<file path="src/rtl/pipelined_addsub.sv">
// pipelined_addsub: WIDTH-bit adder/subtractor with its carry chain cut into
// SEG-bit segments, one pipeline stage per segment. A valid/ready handshake
// with full back-pressure sits on both ends. When the consumer stalls, every
// stage holds its contents.
//
// Stage i adds operand segment i to the registered carry from stage i-1.
// Stage 0 uses the effective carry-in. In subtract mode the second operand
// and the carry-in are inverted once, in stage 0, before the first segment
// add. The inverted operand then travels down the pipe.
//
// Each stage register carries:
//   - the full (already inverted) operands, so that the upper segments meet
//     their carry in a later stage;
//   - the partial result, whose lower segments are already final.
//
// The last stage also captures the carry into the MSB, which is used for the
// signed-overflow flag.

module pipelined_addsub #(
  parameter int WIDTH = 32,
  parameter int SEG   = 8
) (
  input  logic             clk,
  input  logic             rst,
  input  logic             in_valid,
  output logic             in_ready,
  input  logic [WIDTH-1:0] sr,
  input  logic [WIDTH-1:0] tg,
  input  logic             cin,
  input  logic             op,
  output logic             out_valid,
  input  logic             out_ready,
  output logic [WIDTH-1:0] res,
  output logic             CF,
  output logic             OF,
  output logic             ZF,
  output logic             SF
);

  localparam int NST = WIDTH / SEG;

  logic             advance;
  logic [WIDTH-1:0] b_eff;
  logic             c_eff;

  logic [NST-1:0]   vld;
  logic [NST-1:0]   cy_r;
  logic [WIDTH-1:0] a_r   [NST];
  logic [WIDTH-1:0] b_r   [NST];
  logic [WIDTH-1:0] sum_r [NST];
  logic             msbc_r;
  logic             zf_r;

  logic [SEG-1:0]   seg_a   [NST];
  logic [SEG-1:0]   seg_b   [NST];
  logic [NST-1:0]   seg_c;
  logic [SEG:0]     seg_sum [NST];
  logic [WIDTH-1:0] sum_nxt [NST];

  // Segment adders: stage 0 takes the live inputs, later stages take their
  // operands from the previous stage register.
  always_comb begin
    b_eff    = op ? ~tg  : tg;
    c_eff    = op ? ~cin : cin;
    seg_a[0] = sr[SEG-1:0];
    seg_b[0] = b_eff[SEG-1:0];
    seg_c[0] = c_eff;
    for (int i = 1; i < NST; i++) begin
      seg_a[i] = a_r[i-1][i*SEG +: SEG];
      seg_b[i] = b_r[i-1][i*SEG +: SEG];
      seg_c[i] = cy_r[i-1];
    end
    for (int i = 0; i < NST; i++) begin
      seg_sum[i] = {1'b0, seg_a[i]} + {1'b0, seg_b[i]} + {{SEG{1'b0}}, seg_c[i]};
      if (i == 0) begin
        sum_nxt[i] = '0;
      end else begin
        sum_nxt[i] = sum_r[i-1];
      end
      sum_nxt[i][i*SEG +: SEG] = seg_sum[i][SEG-1:0];
    end
  end

  // Stage registers: the whole pipe shifts together, and only when the
  // output end can move.
  always_ff @(posedge clk or posedge rst) begin
    if (rst) begin
      vld    <= '0;
      cy_r   <= '0;
      msbc_r <= 1'b0;
      zf_r   <= 1'b0;
      for (int i = 0; i < NST; i++) begin
        a_r[i]   <= '0;
        b_r[i]   <= '0;
        sum_r[i] <= '0;
      end
    end else if (advance) begin
      vld[0] <= in_valid;
      a_r[0] <= sr;
      b_r[0] <= b_eff;
      for (int i = 1; i < NST; i++) begin
        vld[i] <= vld[i-1];
        a_r[i] <= a_r[i-1];
        b_r[i] <= b_r[i-1];
      end
      for (int i = 0; i < NST; i++) begin
        sum_r[i] <= sum_nxt[i];
        cy_r[i]  <= seg_sum[i][SEG];
      end
      // Carry into the MSB: the sum bit XOR both operand bits.
      msbc_r <= seg_sum[NST-1][SEG-1] ^ seg_a[NST-1][SEG-1] ^ seg_b[NST-1][SEG-1];
      zf_r   <= (sum_nxt[NST-1] == '0);
    end
  end

  // Handshake and result/flag outputs, all taken from the last stage.
  always_comb begin
    out_valid = vld[NST-1];
    advance   = !out_valid || out_ready;
    in_ready  = advance;
    res       = sum_r[NST-1];
    CF        = cy_r[NST-1];
    OF        = cy_r[NST-1] ^ msbc_r;
    ZF        = zf_r;
    SF        = sum_r[NST-1][WIDTH-1];
  end

endmodule

</file>
<file path="config.mk">
export PLATFORM = sky130hd
export DESIGN_NAME = pipelined_addsub
export DESIGN_NICKNAME = d
export VERILOG_FILES = /design/src/rtl/pipelined_addsub.sv
export SDC_FILE = /design/constraint.sdc
export NUM_CORES = 1
export LEC_CHECK = 0
export CAP_MARGIN = 20
export CELL_PAD_IN_SITES_DETAIL_PLACEMENT = 1
export CELL_PAD_IN_SITES_GLOBAL_PLACEMENT = 2
export CORE_UTILIZATION = 34
export DETAILED_ROUTE_END_ITERATION = 12
export PLACE_DENSITY_LB_ADDON = 0.05
export REMOVE_ABC_BUFFERS = 1
export SYNTH_ARGS = -nofsm -noshare
export SYNTH_HDL_FRONTEND = slang
export SYNTH_SLANG_ARGS = --single-unit
</file>
<file path="constraint.sdc">
create_clock -name clk -period 7.22 [get_ports clk]
set_clock_uncertainty 0.2 [all_clocks]
set_input_delay 0.722 -clock clk [delete_from_list [all_inputs] [get_ports clk]]
set_output_delay 0.722 -clock clk [all_outputs]
set_load 0.005 [all_outputs]
</file>
# Yosys cells after proc, flatten, opt, wreduce, memory -nomap -nowiden
# Index checks and enable logic that the tools add are counted.
[totals]
reg_bits = 282
inputBits = 70
output_inout_bits = 38
elab_cells = 32
[classes]
n_addsub = 8
n_mux = 2
bitwise = 5
n_reduce_logical = 3
[op_table]
columns = ["cell", "n"]
rows = [
  ["adder 8 x 8 -> 9 bit", 4],
  ["adder 9 x 1 -> 9 bit", 4],
  ["zero test 32 bit", 1],
  ["2-to-1 mux 32 bit", 1],
  ["NOT 32 bit", 1],
  ["bitwise XOR 1 bit", 3],
  ["zero test 1 bit", 1],
  ["logical OR 1 bit", 1],
  ["2-to-1 mux 1 bit", 1],
  ["NOT 1 bit", 1],
]

# Depth between registers and ports, before layout
# Gate-level depths: netlist of the first run.
[depth]
depth_word = 4
mapped_depth = 11
depth_no_buf = 10

# Worst setup path before layout of the first run
# Ideal clock, no wire load.
[synth_timing]
path_type = "input to register"
start = "input op"
end = "register cy_r[0]"
setup_time_ns = 0.138
arrival_ns = 3.034
required_ns = 6.882
slack_ns = 3.849
cell_stages = 11
n_path_buf = 2
path_cell_list = "clkbuf_1 > buf_2 > xor2_1 > fa_1 > fa_1 > a21o_1 > a21oi_1 > o21ai_0 > and3b_1 > o21ai_0 > a31oi_1"
[synth_between]
elab_chain_len = 3
elab_cells_between_ends = 4
cone_classes = "add/sub (2); mux (2)"
[synth_rtl]
columns = ["item", "line", "source"]
rows = [
  ["from (decl)", "30", "input logic op,"],
  ["2-to-1 mux 32 bit", "63", "b_eff = op ? ~tg : tg;"],
  ["adder 8 x 8 -> 9 bit", "74", "seg_sum[i] = {1'b0, seg_a[i]} + {1'b0, seg_b[i]} + {{SEG{1'b0}}, seg_c[i]};"],
  ["adder 9 x 1 -> 9 bit (*)", "74", ""],
  ["to (signal, indexed assignment)", "108", "cy_r[i] <= seg_sum[i][SEG];"],
  ["to (decl)", "47", "logic [NST-1:0] cy_r;"],
]
# Mark *: on every way between the ends. The rest lies on a longest branch, timed or not.
# A chain may end at the register's enable or synchronous reset.

# Worst setup path after layout of the first run
[layout_timing]
start = "input out_ready"
end = "output in_ready"
[layout_between]
elab_chain_len = 1
[layout_rtl]
columns = ["item", "line", "source"]
rows = [
  ["from (decl)", "32", "input logic out_ready,"],
  ["logical OR 1 bit", "119", "advance = !out_valid || out_ready;"],
  ["to (decl)", "26", "output logic in_ready,"],
]
# No other way between the ends.

==> results of run 1 <==
-- cell type report --
| cell class | count | area, um^2 |
|---|---|---|
| clock inverter | 15 | 144 |
| sequential | 186 | 4650 |
| fill | 2814 | 14000 |
| timing repair buffer | 111 | 1110 |
| inverter | 23 | 98.8 |
| tap | 324 | 405 |
| clock buffer | 17 | 425 |
| multi-input combinational | 677 | 3510 |
-- flip-flops by register name, indices dropped and copies added (netlist names) --
| name | flops |
|---|---|
| a_r | 48 |
| b_r | 48 |
| sum_nxt | 48 |
| res | 32 |
| msbc_r | 1 |
| cy_r | 4 |
| vld | 4 |
| ZF | 1 |
-- metrics by stage --
step | cells | area [um^2] | worst slack (ns) | total power, uW
after floorplan | 886 | 8250 | -7.09 | 2920
after CTS | 1353 | 10300 | 3.16 | 4440
after global placement | 1321 | 9780 | 3.17 | 3450
after global routing | 1353 | 10300 | 3.00 | 4760
after detailed placement | 1321 | 9780 | 3.17 | 3500
final | 1353 | 10300 | 3.17 | 4350
-- cell usage in the layout, fill, tap and decap left out, types with 6 or more instances in the layout --
master | netlist | final
nor2_1 | 27 | 27
o21a_1 | 7 | 7
inv_1 | 23 | 21
ha_1 | 28 | 28
clkdlybuf4s50_1 | 0 | 106
fa_1 | 8 | 8
nand2_1 | 421 | 421
clkinv_4 | 0 | 6
o31ai_1 | 10 | 10
clkbuf_16 | 0 | 17
a21oi_1 | 20 | 20
dfrtp_1 | 186 | 186
o21ai_0 | 49 | 49
xnor2_1 | 34 | 34
nor3_1 | 9 | 9
xor2_1 | 15 | 15
-- worst max-delay path, cell delays in order --
cell             delay (ns)
clkdlybuf4s50_1        0.45
nor2b_4                0.14
buf_12                 0.55
inv_6                  0.46
clkdlybuf4s50_1        0.59
-- routing by layer --
metal	GRT usage (%)	vias to the layer above	part of all wire, %
li1	-	3127	-
met1	20.8	2900	49
met2	25.7	74	47
met3	3.33	11	2.5
met4	4.06	0	0.95
met5	0	-	0
-- path summary, 6_finish.rpt --
| check | startpoint | slack, ns | endpoint | depth (start not counted) |
|---|---|---|---|---|
| worst max register to register | vld[3]$_DFFE_PP0P_ | 4.29 | cy_r[1]$_DFFE_PP0P_ | 6 |
| worst max-delay path | out_ready | 3.17 | in_ready | 5 |
| max in group asynchronous | rst | 4.68 | b_r[121]$_DFFE_PP0P_ | 3 |
| worst min-delay path | a_r[126]$_DFFE_PP0P_ | 0.27 | a_r[94]$_DFFE_PP0P_ | 2 |
| worst min register to register | a_r[126]$_DFFE_PP0P_ | 0.27 | a_r[94]$_DFFE_PP0P_ | 2 |
| min in group asynchronous | rst | 0.66 | a_r[120]$_DFFE_PP0P_ | 2 |
-- Yosys cell counts --
master / instances / share of area, %
or2b_1: 1 / 0.089
o21a_1: 7 / 0.62
ha_1: 28 / 4.2
o31ai_1: 10 / 0.89
o211a_1: 2 / 0.24
dfrtp_1: 186 / 55
a221o_1: 1 / 0.12
nor4_1: 5 / 0.37
fa_1: 8 / 1.9
a211oi_1: 3 / 0.27
a21boi_0: 1 / 0.089
nand2_1: 421 / 19
nor2_1: 27 / 1.2
nand4_1: 2 / 0.15
a31oi_1: 4 / 0.30
and3_1: 3 / 0.22
and3b_1: 3 / 0.31
xnor2_1: 34 / 3.5
nor2b_1: 3 / 0.22
or4_1: 1 / 0.089
o22ai_2: 1 / 0.15
nor3_1: 9 / 0.53
xor2_1: 15 / 1.6
nand3_1: 1 / 0.059
nand2b_1: 2 / 0.15
inv_1: 23 / 1.0
a21oi_1: 20 / 1.2
or3_1: 3 / 0.22
buf_2: 4 / 0.24
nor4b_1: 1 / 0.10
o21bai_1: 4 / 0.36
buf_1: 4 / 0.18
nand3b_1: 1 / 0.089
clkbuf_1: 37 / 1.6
xor2_2: 1 / 0.19
buf_4: 1 / 0.089
o21ai_0: 49 / 2.9
a21o_1: 5 / 0.45
o311ai_0: 1 / 0.10
-- power by group through the flow --
stage	clock, uW	sequential, uW	combinational, uW
floorplan	0	1750	1180
global route	989	1860	1910
CTS	947	1790	1700
global placement	0	1800	1650
finish	910	1790	1650
detailed placement	0	1810	1690
-- cells by family after synthesis --
group | after synthesis | synth area share [%]
flops | 186 | 55.2
compound gates | 108 | 7.68
buf+inv | 69 | 3.18
xor+xnor | 50 | 5.29
simple gates | 483 | 22.6
fa+ha+maj | 36 | 6.06
==> metrics.log, run 1 <==
[metrics] Site Rows: 57
[metrics] instance count of the mapped netlist: slightly above 900
[metrics] maximum number of pins on one net before global-route repair: between 200 and 250
[metrics] Final nets: roughly 1100
[metrics] crit start category: input port
[metrics] flip-flop and latch count after synthesis: around 190
[metrics] leakage power figure: roughly 0.005 uW
[metrics] first-iteration detailed-routing DRC count: 321
[metrics] portion of the clock cycle consumed by the worst path in the final layout: around 56%
[metrics] Detail Route Antenna Nets: 0
[metrics] number of global-route vias before repair: roughly 6400
[metrics] total DRC errors in the routed layout: 0
[metrics] Internal: 2760 uW
[metrics] part of the total power dissipated in combinational logic: 38.0%
[metrics] Fin. Hold Viols: 0
[metrics] post-synthesis instance area: 8430 um^2
[metrics] crit path time final: roughly 4.0 ns
[metrics] GRT overflow: 0
[metrics] total wire length: roughly 18 mm
[metrics] clock buffer count from CTS: 17
[metrics] Port-buffer cells: 107
[metrics] Cell variety after synth: 39
[metrics] Max Clk Rate: 247 MHz
[metrics] Die Area: around 25000 um^2
[metrics] setup repair after global routing missed its margin: false
[metrics] first-pass GRT wire length: around 32 mm
[metrics] area added between synthesis and finish: 22.8%
[metrics] Final Core Density: 42.6%
[metrics] gp weighted congestion: roughly 0.74
[metrics] clock edge transition at the registers on the reported setup and hold paths: ~0.070 ns
[metrics] data required time at the worst endpoint: between 6 and 7 ns
[metrics] share of post-route cells with drive strength above 1: 4.08%
[metrics] number of placed I/O pins: about 110
[metrics] start-to-end type of the worst setup path: in2out
[metrics] CTS tree: built
[metrics] H-tree lvl count: 4
[metrics] relative contribution of sequential cells to total power: ~40%
[metrics] Setup TNS Final: 0 ns
[metrics] post-CTS repair timing setup buffer count: 0
[metrics] worst-case headroom to the max-slew limit: between 30% and 40%
[metrics] initial antenna violation count: 0
[metrics] CTS Root Buffer Type: clkbuf_16
[metrics] DR vias/cell: approximately 4.5
[metrics] fraction of power spent switching nets: around 36%
[metrics] switching component of the power: 1580 uW
[metrics] CTS-repair resized insts: 0
[metrics] count of endpoints failing setup in the final report: 0
[metrics] antenna diode count: 0
[metrics] detailed placement HPWL: 11.3 mm
[metrics] Initial Utilization: about a third
[metrics] biggest fanout along the worst timing path: roughly 210
[metrics] number of hold-repair buffers added at the cts stage: 0
[metrics] power per unit of standard cell area: between 400 and 500 nW/um^2
[metrics] routed len/inst: between 10 and 15 um
[metrics] final count of pins violating max slew: 0
[metrics] worst hold margin: around 0.27 ns
[metrics] proportion of synthesized chip area in sequential cells: a little under three fifths
[metrics] Clk Latency, worst-skew pair: 0.44 ns
[metrics] run status: finished clean
[metrics] DIE HEIGHT: approximately 160 um
[metrics] syn_area_per_cell: ~9 um^2
[metrics] via count: 6112
[metrics] Die Width: between 150 and 200 um
[metrics] Crit. End Element: primary output
[metrics] number of clock sinks seen by CTS: around 190
[metrics] maximum buffer depth of the clock tree: 2
[metrics] total iterations of the first detailed-routing run: 4
[metrics] Synthesis Warnings: 0
[metrics] class of the tightest hold or removal check: reg2reg
[metrics] placeable core region: 24300 um^2
[metrics] global-route total usage across every layer: roughly 16%
[metrics] number of violations of the max-capacitance limit: 0
[metrics] power share of the clock group: a little over a fifth
[metrics] IR Drop Worst-Case VDD: around 0.18 mV
[metrics] transition time of the tightest slew-check pin: just under 1 ns
[metrics] data arrival time of the critical path: roughly 3.1 ns
Power figures use the tool's default switching activity.
==> run 2: changes to the inputs <==
Clock period 7.22 ns to 3.8 ns, I/O delays scaled along.
==> run 2 against run 1 <==
Critical path depth increased by 5. Clock power rose by 110%. Die area unchanged. Register-to-register slack got worse by 3.1 ns. Cell area up 1.1%. First-iteration DRC count decreased by 15%. Critical path type is now in2reg. Critical endpoint is now cy_r[0]$_DFFE_PP0P_. Largest power group unchanged.
==> metrics.log, run 2 (synthesis results as in run 1) <==
[metrics] run status: finished clean
[metrics] area used by multi-input combinational logic: roughly 3500 um^2
[metrics] start-to-end type of the worst setup path: in2reg
[metrics] CTS Root Buffer Type: clkbuf_16
[metrics] CTS-repair resized insts: 0
[metrics] leakage power figure: between 0.005 and 0.006 uW
[metrics] Die Area: between 20000 and 30000 um^2
[metrics] maximum buffer depth of the clock tree: 2
[metrics] Die Width: around 160 um
[metrics] setup repair after global routing missed its margin: false
[metrics] Final nets: 1124
[metrics] Max Clk Rate: between 300 and 400 MHz
[metrics] part of the total power dissipated in combinational logic: 37.3%
[metrics] class of the tightest hold or removal check: in2async
[metrics] power share of the clock group: between 20 and 25%
[metrics] total wire length: roughly 19 mm
[metrics] initial antenna violation count: 0
[metrics] number of inserted filler cells in the final layout: ~2800
[metrics] count of endpoints failing setup in the final report: 0
[metrics] data arrival time of the critical path: about 2.8 ns
[metrics] critical path buffer and inverter count: 1
[metrics] GRT overflow: 0
[metrics] Fin. Hold Viols: 0
[metrics] Port-buffer cells: about 110
[metrics] DIE HEIGHT: around 160 um
[metrics] clock buffer count from CTS: 17
[metrics] number of violations of the max-capacitance limit: 0
[metrics] total iterations of the first detailed-routing run: 4
[metrics] relative contribution of sequential cells to total power: roughly two fifths
[metrics] crit path time final: roughly 2.7 ns
[metrics] CTS tree: built
[metrics] number of global-route vias before repair: about 6400
[metrics] via count: roughly 6200
[metrics] power per unit of standard cell area: between 800 and 900 nW/um^2
[metrics] Detail Route Antenna Nets: 0
[metrics] biggest fanout along the worst timing path: 3
[metrics] Site Rows: between 50 and 60
[metrics] non-filler cells in the finished layout: roughly 1400
[metrics] worst-case headroom to the max-slew limit: approximately 42%
[metrics] fraction of power spent switching nets: 35.4%
[metrics] Initial Utilization: 34.7%
[metrics] antenna diode count: 0
[metrics] placeable core region: approximately 24000 um^2
[metrics] data required time at the worst endpoint: between 3 and 4 ns
[metrics] Internal: around 5500 uW
[metrics] gp weighted congestion: about 0.72
[metrics] kind of cell with the highest combined delay on the critical path: adder cells
[metrics] Final Core Density: roughly 43%
[metrics] share of post-route cells with drive strength above 1: approximately 4.3%
[metrics] portion of the clock cycle consumed by the worst path in the final layout: between 70% and 80%
[metrics] maximum number of pins on one net before global-route repair: between 100 and 150
[metrics] crit start category: input port
[metrics] Clk Latency, worst-skew pair: between 0.4 and 0.5 ns
[metrics] DR vias/cell: 4.56
[metrics] routed len/inst: ~14 um
[metrics] Crit-path slowest cell: fa_1
[metrics] H-tree lvl count: 4
[metrics] CP Cell Sequence: clkdlybuf4s50_1 -> xor2_1 -> fa_1 -> fa_1 -> a21o_1 -> a21oi_1 -> o21ai_0 -> and3b_1 -> o21ai_0 -> a31oi_1
[metrics] final count of pins violating max slew: 0
[metrics] number of hold-repair buffers added at the cts stage: 0
[metrics] area added between synthesis and finish: 24.2%
[metrics] most common library cell in the layout ignoring fill and taps: nand2_1
[metrics] post-CTS repair timing setup buffer count: 0
[metrics] first-pass GRT wire length: around 32 mm
[metrics] clock edge transition at the registers on the reported setup and hold paths: approximately 0.070 ns
[metrics] Slowest Stage Delay on Critical Path: 0.44 ns
[metrics] global-route total usage across every layer: between 10% and 20%
[metrics] number of clock sinks seen by CTS: 186
[metrics] switching component of the power: 3010 uW
[metrics] total DRC errors in the routed layout: 0
[metrics] register area: about 4700 um^2
[metrics] first-iteration detailed-routing DRC count: around 270
[metrics] IR Drop Worst-Case VDD: around 0.37 mV
[metrics] Setup TNS Final: 0 ns
[metrics] number of placed I/O pins: approximately 110
[metrics] commonest cells after routing, fill and taps aside: 421 x nand2_1, 186 x dfrtp_1, 106 x clkdlybuf4s50_1
[metrics] Crit. End Element: register
[metrics] detailed placement HPWL: 11.8 mm
[metrics] total instance count after detailed placement: around 1300
[metrics] transition time of the tightest slew-check pin: between 0.8 and 0.9 ns
## run 2: cell count changes in the layout (fill, tap and decap cells not counted)
| cell | change |
|---|---|
| clkbuf_8 | +1 |
| bufinv_16 | +3 |
| clkinv_2 | +1 |
| buf_4 | -1 |
| buf_12 | +3 |
| inv_8 | -1 |
| clkinv_4 | -3 |
| clkinvlp_4 | -1 |
## run 2: metrics by stage
| step | power [uW] | instance area (um^2) | worst slack, ns | hold slack (ns) |
|---|---|---|---|---|
| after floorplan | 5550 | 8250 | -10.08 | 0.230 |
| after global placement | 6590 | 9830 | 0.651 | 0.249 |
| after detailed placement | 6660 | 9830 | 0.612 | 0.255 |
| after CTS | 8650 | 10500 | 1.08 | 0.246 |
| after global routing | 9250 | 10500 | 0.925 | 0.272 |
| final | 8480 | 10500 | 1.08 | 0.267 |
## run 2: path summary, 6_finish.rpt
check	end	slack, ns	depth (start not counted)	from
min in group clk	res[1]$_DFFE_PP0P_	0.27	2	res[1]$_DFFE_PP0P_
hold reg to reg	res[1]$_DFFE_PP0P_	0.27	2	res[1]$_DFFE_PP0P_
setup reg to reg	cy_r[2]$_DFFE_PP0P_	1.21	10	cy_r[1]$_DFFE_PP0P_
max in group asynchronous	b_r[59]$_DFFE_PP0P_	2.36	3	rst
setup / recovery	cy_r[0]$_DFFE_PP0P_	1.08	10	tg[0]
hold / removal	a_r[88]$_DFFE_PP0P_	0.27	2	rst
## run 2: power groups by stage
stage / registers (uW) / logic (uW) / clock network (uW)
5_1_grt: 3530 / 3650 / 2070
3_3_place_gp: 3420 / 3160 / 0
6_report: 3390 / 3160 / 1930
2_1_floorplan: 3320 / 2230 / 0
3_5_place_dp: 3440 / 3220 / 0
4_1_cts: 3410 / 3250 / 1990
## run 2: cell type report
cell class	count	share of cell area (%)
clock buffers	18	4.20
inverters	23	0.945
well taps	324	3.87
flip-flops and latches	186	44.5
clock inverters	14	1.85
multi-input cells	677	33.6
repair buffers	113	11.1
## run 2: layer usage
metal	GRT usage (%)	routed length, um
met5	0	0
met4	4.98	227
met3	3.23	490
met2	26.1	8800
met1	20.9	9080
==> run 3: changes to the inputs <==
Clock period 3.8 ns to 2.54 ns, I/O delays scaled along.
==> run 3 against run 2 <==
Largest cell class unchanged. Critical path type unchanged. Sequential share of layout area shrank 0.44 points. Clock power up 32%. Critical path depth is the same. Register-to-register slack worse by 1.1 ns. Core utilization is 0.43 points higher. Sequential cell count unchanged. Via count grew 1.1%. Largest power group unchanged. Die area unchanged. Cell count up 1.3%. Power is 48% higher.
==> metrics.log, run 3 (synthesis results as in run 1) <==
[metrics] final count of pins violating max slew: 0
[metrics] number of placed I/O pins: 108
[metrics] power per unit of standard cell area: about 1200 nW/um^2
[metrics] data required time at the worst endpoint: ~2.6 ns
[metrics] number of violations of the max-capacitance limit: 0
[metrics] Die Area: around 25000 um^2
[metrics] Port-buffer cells: between 100 and 150
[metrics] Fin. Hold Viols: 0
[metrics] detailed placement HPWL: around 12 mm
[metrics] commonest cells after routing, fill and taps aside: 421 x nand2_1, 186 x dfrtp_1, 106 x clkdlybuf4s50_1
[metrics] DR vias/cell: between 4 and 5
[metrics] GRT overflow: 0
[metrics] Initial Utilization: around 35%
[metrics] Internal: roughly 8000 uW
[metrics] total DRC errors in the routed layout: 0
[metrics] fraction of power spent switching nets: 35.9%
[metrics] relative contribution of sequential cells to total power: about two fifths
[metrics] origin of the critical flop-to-flop path: cy_r[2]$_DFFE_PP0P_
[metrics] crit path time final: ~2.4 ns
[metrics] global-route total usage across every layer: 15.5%
[metrics] switching component of the power: 4510 uW
[metrics] Max Clk Rate: about 420 MHz
[metrics] IR Drop Worst-Case VDD: approximately 0.37 mV
[metrics] number of hold-repair buffers added at the cts stage: 0
[metrics] total iterations of the first detailed-routing run: 4
[metrics] Final Core Density: a little over two fifths
[metrics] number of clock sinks seen by CTS: about 190
[metrics] clock buffer count from CTS: 17
[metrics] portion of the clock cycle consumed by the worst path in the final layout: between 90 and 100%
[metrics] worst setup path startpoint: tg[0]
[metrics] Die Width: 159 um
[metrics] first-pass GRT wire length: about 32 mm
[metrics] number of global-route vias before repair: between 6000 and 7000
[metrics] Area after DPL: 9980 um^2
[metrics] most common library cell in the layout ignoring fill and taps: nand2_1
[metrics] share of post-route cells with drive strength above 1: 6.20%
[metrics] CTS Root Buffer Type: clkbuf_16
[metrics] via count: around 6300
[metrics] power share of the clock group: approximately a fifth
[metrics] Site Rows: between 50 and 60
[metrics] placeable core region: between 20000 and 25000 um^2
[metrics] data arrival time of the critical path: between 2 and 2.5 ns
[metrics] antenna diode count: 0
[metrics] Crit. End Element: register
[metrics] crit start category: input port
[metrics] total wire length: 18.4 mm
[metrics] transition time of the tightest slew-check pin: 0.530 ns
[metrics] Clk Latency, worst-skew pair: between 0.4 and 0.5 ns
[metrics] Final nets: around 1100
[metrics] area added between synthesis and finish: 25.4%
[metrics] H-tree lvl count: 4
[metrics] maximum buffer depth of the clock tree: 2
[metrics] initial antenna violation count: 0
[metrics] Detail Route Antenna Nets: 0
[metrics] clock edge transition at the registers on the reported setup and hold paths: roughly 0.070 ns
[metrics] part of the total power dissipated in combinational logic: about 39%
[metrics] count of endpoints failing setup in the final report: 0
[metrics] minimum setup slack after placement: -0.444 ns
[metrics] PnR worst setup slack: 0.149 ns
[metrics] DIE HEIGHT: 159 um
[metrics] routed len/inst: between 10 and 15 um
[metrics] CTS tree: built
[metrics] start-to-end type of the worst setup path: in2reg
[metrics] post-route cell area: 10600 um^2
[metrics] first-iteration detailed-routing DRC count: between 200 and 250
[metrics] class of the tightest hold or removal check: in2async
[metrics] leakage power figure: 0.00510 uW
[metrics] biggest fanout along the worst timing path: 2
[metrics] run status: finished clean
[metrics] gp weighted congestion: 0.741
[metrics] worst-case headroom to the max-slew limit: 64.6%
[metrics] maximum number of pins on one net before global-route repair: roughly 120
[metrics] number of inserted filler cells in the final layout: about 2800
## run 3: path summary, 6_finish.rpt
path | to | slack [ns] | cells past startpoint
worst max-delay path | sum_nxt[70]$_DFFE_PP0P_ | 0.15 | 10
worst min-delay path | a_r[120]$_DFFE_PP0P_ | 0.06 | 2
worst max register to register | ZF$_DFFE_PP0P_ | 0.16 | 9
worst min register to register | res[17]$_DFFE_PP0P_ | 0.27 | 2
max in group asynchronous | sum_nxt[36]$_DFFE_PP0P_ | 1.49 | 3
min in group clk | a_r[107]$_DFFE_PP0P_ | 0.15 | 3
## run 3: final cells by class
| type | instances | area, um^2 | share of cell area, % |
|---|---|---|---|
| clock buffers | 20 | 447 | 4.23 |
| clock inverters | 12 | 116 | 1.10 |
| flip-flops and latches | 186 | 4650 | 44.0 |
| inverters | 23 | 98.8 | 0.935 |
| multi-input cells | 677 | 3530 | 33.4 |
| well taps | 324 | 405 | 3.84 |
| repair buffers | 130 | 1310 | 12.4 |
## run 3: power by group through the flow
| stage | sequential, uW | clock, uW | combinational, uW |
|---|---|---|---|
| 3_3_place_gp | 5130 | 0 | 4850 |
| 4_1_cts | 5110 | 2670 | 4980 |
| 2_1_floorplan | 4880 | 0 | 3130 |
| 3_5_place_dp | 5160 | 0 | 4940 |
| 5_1_grt | 5280 | 2790 | 5640 |
| 6_report | 5090 | 2550 | 4900 |
## run 3: worst max-delay path: stages
cell	delay [ns]
clkdlybuf4s50_1	0.42
xor2_1	0.17
fa_2	0.38
fa_1	0.41
a21o_1	0.19
a21oi_2	0.16
buf_4	0.13
o21bai_1	0.05
a211oi_1	0.23
o31ai_1	0.10
## run 3: per-layer routing
metal	up-vias	wire [um]	global-route usage [%]
met5	-	0	0
met4	0	194	5.03
met3	15	409	2.68
met2	76	8840	25.2
met1	2984	8990	21.0
li1	3176	-	-
## run 3: through the flow
step | cells | setup TNS (ns) | hold slack [ns] | total power [uW]
finish | 1372 | 0 | 0.0570 | 12500
global route | 1372 | -0.00386 | 0.0838 | 13700
CTS | 1371 | 0 | 0.0592 | 12800
detailed placement | 1339 | -1.51 | 0.255 | 10100
global placement | 1339 | -1.21 | 0.249 | 9980
floorplan | 886 | -2394.23 | 0.166 | 8010
## run 3: what timing repair did
action,4_1_cts,5_1_grt
setup endpoints to repair,0,6
buffers inserted,0,1
resized for setup,0,10
